$ cat config.mk
export PLATFORM = sky130hd
export DESIGN_NAME = matrix_frame_store
export DESIGN_NICKNAME = d
export VERILOG_FILES = /design/src/rtl/matrix_frame_store.sv
export SDC_FILE = /design/constraint.sdc
export NUM_CORES = 1
export LEC_CHECK = 0
export ABC_AREA = 1
export BUFFER_PORTS_ARGS = -buffer_cell sky130_fd_sc_hd__buf_2
export CAP_MARGIN = 20
export CELL_PAD_IN_SITES_DETAIL_PLACEMENT = 0
export CELL_PAD_IN_SITES_GLOBAL_PLACEMENT = 2
export CORE_MARGIN = 4
export CORE_UTILIZATION = 41
export CTS_CLUSTER_SIZE = 16
export DETAILED_ROUTE_END_ITERATION = 6
export PLACE_DENSITY = 0.89
export SLEW_MARGIN = 20
export SYNTH_ARGS = -nofsm -noshare
export SYNTH_HDL_FRONTEND = slang
export SYNTH_SLANG_ARGS = --single-unit
$ cat constraint.sdc
create_clock -name clk -period 3.2 [get_ports clk]
set_clock_uncertainty 0.1 [all_clocks]
set_input_delay 0.64 -clock clk [delete_from_list [all_inputs] [get_ports clk]]
set_output_delay 0.64 -clock clk [all_outputs]
set_load 0.01 [all_outputs]
$ cat src/rtl/matrix_frame_store.sv
// Double-buffered 8x8 bicolour frame store: producer writes the back buffer, the scan
// driver reads the front buffer, and buffer swaps are held off until the scanner's frame_end.
module matrix_frame_store #(
  parameter int ROWS   = 8,
  parameter int COLS   = 8,
  parameter int COLORS = 2
) (
  input  logic                    clk,
  input  logic                    rst_n,
  input  logic                    wr_valid,
  output logic                    wr_ready,
  input  logic                    wr_color,
  input  logic [$clog2(ROWS)-1:0] wr_row,
  input  logic [COLS-1:0]         wr_data,
  input  logic                    clear_req,
  input  logic                    swap_req,
  output logic                    swap_pending,
  output logic                    front_sel,
  input  logic                    frame_end,
  input  logic                    rd_color,
  input  logic [$clog2(ROWS)-1:0] rd_row,
  output logic [COLS-1:0]         rd_data
);

  localparam int RW = $clog2(ROWS);
  localparam logic [RW-1:0] LAST_ROW   = RW'(ROWS - 1);
  localparam logic [RW:0]   ROWS_W     = (RW + 1)'(ROWS);
  localparam logic          LAST_COLOR = 1'(COLORS - 1);

  typedef enum logic [1:0] {
    IDLE      = 2'd0,
    CLEAR     = 2'd1,
    SWAP_WAIT = 2'd2
  } state_t;

  state_t          state_q, state_d;
  logic            front_q, front_d;
  logic [RW-1:0]   clr_row_q, clr_row_d;
  logic            clr_color_q, clr_color_d;
  logic            wr_ready_q;
  logic            swap_pending_q;
  logic [COLS-1:0] rd_data_q;
  logic [COLS-1:0] mem_q [2][COLORS][ROWS];

  logic            clr_en_s;
  logic            wr_en_s;
  logic            rd_in_range_s;

  // Rows past ROWS only exist when ROWS is not a power of two; such writes are dropped.
  assign wr_en_s       = wr_valid & wr_ready_q & ({1'b0, wr_row} < ROWS_W);
  assign rd_in_range_s = ({1'b0, rd_row} < ROWS_W);

  // Next-state logic for the clear/swap controller.
  always_comb begin
    state_d     = state_q;
    front_d     = front_q;
    clr_row_d   = clr_row_q;
    clr_color_d = clr_color_q;
    clr_en_s    = 1'b0;
    case (state_q)
      IDLE: begin
        if (clear_req) begin
          state_d     = CLEAR;
          clr_row_d   = '0;
          clr_color_d = 1'b0;
        end else if (swap_req) begin
          state_d = SWAP_WAIT;
        end else begin
          state_d = IDLE;
        end
      end
      CLEAR: begin
        clr_en_s = 1'b1;
        if (clr_row_q == LAST_ROW) begin
          clr_row_d = '0;
          if (clr_color_q == LAST_COLOR) begin
            state_d = IDLE;
          end else begin
            clr_color_d = clr_color_q + 1'b1;
          end
        end else begin
          clr_row_d = clr_row_q + 1'b1;
        end
      end
      SWAP_WAIT: begin
        if (frame_end) begin
          front_d = ~front_q;
          state_d = IDLE;
        end else begin
          state_d = SWAP_WAIT;
        end
      end
      default: begin
        state_d = IDLE;
      end
    endcase
  end

  // Controller registers; handshake/status outputs are decoded from the next state.
  always_ff @(posedge clk or negedge rst_n) begin
    if (!rst_n) begin
      state_q        <= IDLE;
      front_q        <= 1'b0;
      clr_row_q      <= '0;
      clr_color_q    <= 1'b0;
      wr_ready_q     <= 1'b1;
      swap_pending_q <= 1'b0;
    end else begin
      state_q        <= state_d;
      front_q        <= front_d;
      clr_row_q      <= clr_row_d;
      clr_color_q    <= clr_color_d;
      wr_ready_q     <= (state_d == IDLE);
      swap_pending_q <= (state_d == SWAP_WAIT);
    end
  end

  // Storage: producer writes and clear sweep only ever touch the back buffer.
  always_ff @(posedge clk or negedge rst_n) begin
    if (!rst_n) begin
      for (int b = 0; b < 2; b++) begin
        for (int c = 0; c < COLORS; c++) begin
          for (int r = 0; r < ROWS; r++) begin
            mem_q[b][c][r] <= '0;
          end
        end
      end
    end else if (clr_en_s) begin
      mem_q[~front_q][clr_color_q][clr_row_q] <= '0;
    end else if (wr_en_s) begin
      mem_q[~front_q][wr_color][wr_row] <= wr_data;
    end
  end

  // Free-running read port; uses the front selection in force before this edge.
  always_ff @(posedge clk or negedge rst_n) begin
    if (!rst_n) begin
      rd_data_q <= '0;
    end else if (rd_in_range_s) begin
      rd_data_q <= mem_q[front_q][rd_color][rd_row];
    end else begin
      rd_data_q <= '0;
    end
  end

  assign wr_ready     = wr_ready_q;
  assign swap_pending = swap_pending_q;
  assign front_sel    = front_q;
  assign rd_data      = rd_data_q;

endmodule

# == Yosys cells after proc, flatten, opt, wreduce, memory -nomap -nowiden ==
# Index checks and enable logic that the tools add are counted.
# Widths: inputs -> output; s select.
# word_totals
regBits,273
latchBits,0
mem_bits_rw,0
mem_bits_ro,0
in_bits,22
mem_count,0
# op_classes
n_addsub,2
mul,0
n_div,0
order_cmp,13
n_eq_ne,6
shift,0
muxes,38
n_bitwise,12
n_reduce_logical,12
# op_table
op,n
$mux 128,5
$mux 256,2
$mux 64,5
$and 256x256->256,1
$bwmux 256,1
$demux 128 s1,2
$not 256->256,1
$demux 64 s1,2
$demux 8 s3,2
$mux 8,4
$bmux 8 s3,1
$ge 4x4->1 const B,3
$not 3->4,3
$ge 2x2->1 const B,5
$mux 2,5
$not 1->2,5
$lt 4x1->1 const B,2
$lt 2x1->1 const B,3
$mux 3,2
$pmux 2 s3,1
$pmux 3 s2,1
$logic_and 1x1->1,5
$eq 2x2->1 const B,2
$logic_not 2->1,2
12 further kinds,18

# == Depth between registers and ports, before layout ==
# depth
word_depth,12
mapped_depth,11
mapped_depth_nobuf,9

# == Worst setup path after synthesis ==
# Ideal clock, no wire load.
# synth_timing
path_type,input to register
from,in wr_valid
to,reg mem_q[109] in the netlist's numbering
setup_time_ns,0.135
arrival_ns,1.741
t_required_ns,2.965
path_slack_ns,1.224
stages,7
cell_sequence,nand2_1 nor3_2 buf_2 nand2_1 clkbuf_1 nand3_1 o21ai_0
# synth_via
elab_chain_len,2
# synth_lines
element,line_no,text
start: declaration,10,"input logic wr_valid,"
$and 1x1->1,50,"assign wr_en_s = wr_valid & wr_ready_q & ({1'b0, wr_row} < ROWS_W);"
$reduce_bool 2->1 (no source line),--,
end signal: indexed assignment,131,mem_q[~front_q][wr_color][wr_row] <= wr_data;
end: declaration,43,logic [COLS-1:0] mem_q [2][COLORS][ROWS];
# Every way passes these cells.
# A chain may end at the register's enable or synchronous reset.

# == Worst setup path in the final report ==
# layout_timing
from,reg front_q (netlist: front_sel)
to,out front_sel
# layout_rtl
element,line_no,text
start: declaration,37,"logic front_q, front_d;"
start signal: assignment,110,front_q <= front_d;
end: declaration,18,"output logic front_sel,"
# No word-level cell between the ends.

==> flow_summary_export.csv <==
group,metric,value,unit
worst_setup_path,rrSetupSlack,780,ps
power_and_ir_drop,share_seq_of_total_power,41.3,%
sta,rsz0062_at_grt,"no",
worst_setup_path,timing.rr.start,"front_sel",
worst_setup_path,cp_data_arrival_time,2090,ps
drt,wl,41.5,mm
yosys,syn_nets,1638,
worst_setup_path,start_kind,"flip-flop",
global_routing,grt_max_degree,94,
power_and_ir_drop,vdd_drop_max,0.481,mV
drt,wire_per_inst,20.6,um
die,fp.dieW,185,um
drt,drtAntennaViolNets,0,
power_and_ir_drop,p_sw_share,33.2,%
sta,tns,0,ps
sta,fin_crit_sh,88.6,%
yosys,ys_seq_area_share,53.1,%
global_routing,grt_pass1_vias,11100,
flow_run,drv_cap,0,
worst_setup_path,crit_chain,"buf_4, buf_2",
global_routing,use_met3,3.42,%
global_routing,grt-ovfl-total,0,
power_and_ir_drop,clkPwrFrac,35.7,%
place,placed_cells_incl_taps,1954,
sta,finalHoldViolCount,0,
sta,clock.fmax,353,MHz
clock_network,cts_sinks,273,
global_routing,grt_use_met2,38.8,%
final_layout,final_cell_mix,"nand3_1 (467), nand2_1 (429), dfrtp_1 (271)",
clock_network,cts_buffers,34,
power_and_ir_drop,powerDensity,772,mW/mm^2
drt,drt_pre_antenna_iters,5,
place,hpwl,25.1,mm
die,core,0.0307,mm^2
status,run_status,"completed",
final_layout,drive_gt1_share,7.24,%
drt,drt_iter0_drc,977,
place,place_congestion,0.871,
sta,relSlewSlack,27.6,%
final_layout,fillCellCount,3162,
final_layout,fin_cells,2013,
drt,via_per_inst,5.68,
yosys,yosys_warnings,0,
yosys,synth_seq_cells,273,
power_and_ir_drop,power,11.2,mW
die,fp.dieH,185,um
global_routing,grt_pass1_wl,66.2,mm
clock_network,cts_tree,"done",
worst_setup_path,slowest_stage,"buf_4",
die,num_io_pins,33,
drt,vias,11400,
clock_network,cts_hold_buf,0,
worst_setup_path,r2r_cells,9,
sta,slew_viol_final,0,
worst_setup_path,crit_type,"flip-flop to output pin",
final_layout,antenna_cells,0,
drt,drc,0,
global_routing,grt_util_all_layers,24.6,%
clock_network,insertion_delay,510,ps
sta,setup_viol_count_final,0,
sta,setup_ws,365,ps
final_layout,synthToLayoutAreaGrowth,12.9,%
clock_network,htreeDepth,2,
die,rows,64,
power_and_ir_drop,combPwrFrac,23.0,%
worst_setup_path,cp_max_fo,93,
power_and_ir_drop,power_switching,3.72,mW
sta,tightest_slew,1090,ps
final_layout,final_common_cell,"nand3_1",
place,dp_slack,725,ps
die,start_util,41.8,%
yosys,avgSynthCellArea,7.97,um^2
yosys,synth.distinct_cells,21,
clock_network,cts_setup_buffers,0,
yosys,syn_inst,1614,
clock_network,clk_pin_slew,60,ps
worst_hold_path,hold_class,"input port to async pin",
final_layout,final_nets,1618,
worst_setup_path,cp.required,2460,ps
sta,min_period,2830,ps
place,port_buffers,32,
clock_network,root_buffer,"clkbuf_16",
die,dieArea,0.0343,mm^2
global_routing,antenna_found_initial,0,
worst_setup_path,critPathMaxStageDelay,820,ps
power_and_ir_drop,power.internal,7.48,mW
worst_setup_path,r2r_end,"rd_data[5]",
clock_network,cts-resized-gates,0,
global_routing,gr-usage-met1,36.4,%
clock_network,clockBufferDepth,3,
global_routing,grt.busiest_layer,"met2",
worst_setup_path,critPathCaptureType,"output pin",
power_and_ir_drop,leakage,6.52,nW
yosys,synth_area,0.0129,mm^2
area by class of cell:
type                       instances  area (um^2)  area share (%)
clock buffer                      53         1060            7.27
clock inverter                     6          108           0.741
inverter                          25         96.3           0.663
multi-input combinational       1202         5490            37.8
sequential                       273         6840            47.1
tap                              396          495            3.41
timing repair buffer              58          440            3.03
cell usage after synthesis, drive strengths merged:
cell | n | area [um^2]
nand3 | 467 | 2340
nor3 | 2 | 26.3
o21ai | 260 | 1300
nand2 | 429 | 1610
o21a | 1 | 7.51
inv | 25 | 93.8
ha | 2 | 25.0
clkbuf | 85 | 319
nor2 | 37 | 151
buf | 29 | 133
dfstp | 1 | 26.3
o31ai | 2 | 15.0
dfrtp | 272 | 6810
nand3b | 1 | 7.51
xor2 | 1 | 8.76
power by group through the flow:
| stage | sequential (mW) | combinational, mW | clock [mW] |
|---|---|---|---|
| after floorplan | 4.56 | 1.75 | 0 |
| after global placement | 4.66 | 2.54 | 0 |
| after detailed placement | 4.67 | 2.58 | 0 |
| after CTS | 4.62 | 2.58 | 4.08 |
| after global routing | 4.72 | 2.89 | 4.23 |
| final | 4.63 | 2.58 | 4.00 |
how the worst max path moves through the flow:
stage | from | end | slack (ps)
after floorplan | wr_valid | mem_q[109] | 1220
after global placement | rd_color | rd_data[0] | 720
after detailed placement | rd_color | rd_data[0] | 720
after CTS | front_sel | front_sel | 330
after global routing | front_sel | front_sel | 260
final | front_sel | front_sel | 370
worst max-delay path: cells and delay by family (launching register included):
family | cells | cell delay, ps
buffers and inverters | 2 | 1110
DFF | 1 | 450
flip-flops by register name, summed over array words and instances (netlist names):
signal        count
swap_pending      1
wr_ready          1
rd_data           8
state_q           2
clr_color_q       1
clr_row_q         3
mem_q           256
front_sel         1
kinds of logic after synthesis:
logic type	share of synthesized area, %
flops	53.1
fa+ha+maj	0.194
buf+inv	4.24
xor+xnor	0.0681
compound gates	10.3
simple gates	32.1
layer usage:
layer | part of all wire (%) | wire (um)
met4 | 2.1 | 850
met5 | 0 | 0
met3 | 5.1 | 2130
met2 | 46 | 19000
met1 | 47 | 19500
per-stage QoR:
step / area [um^2] / hold WS [ps] / utilization, %
2_1_floorplan: 12900 / 244 / -
3_3_place_gp: 13400 / 391 / 43.4
3_5_place_dp: 13400 / 400 / 43.4
4_1_cts: 14500 / 46.9 / 47.2
5_1_grt: 14500 / 74.2 / 47.2
6_report: 14500 / 28.5 / 47.2
No activity file was read; power rests on OpenSTA's default activity.
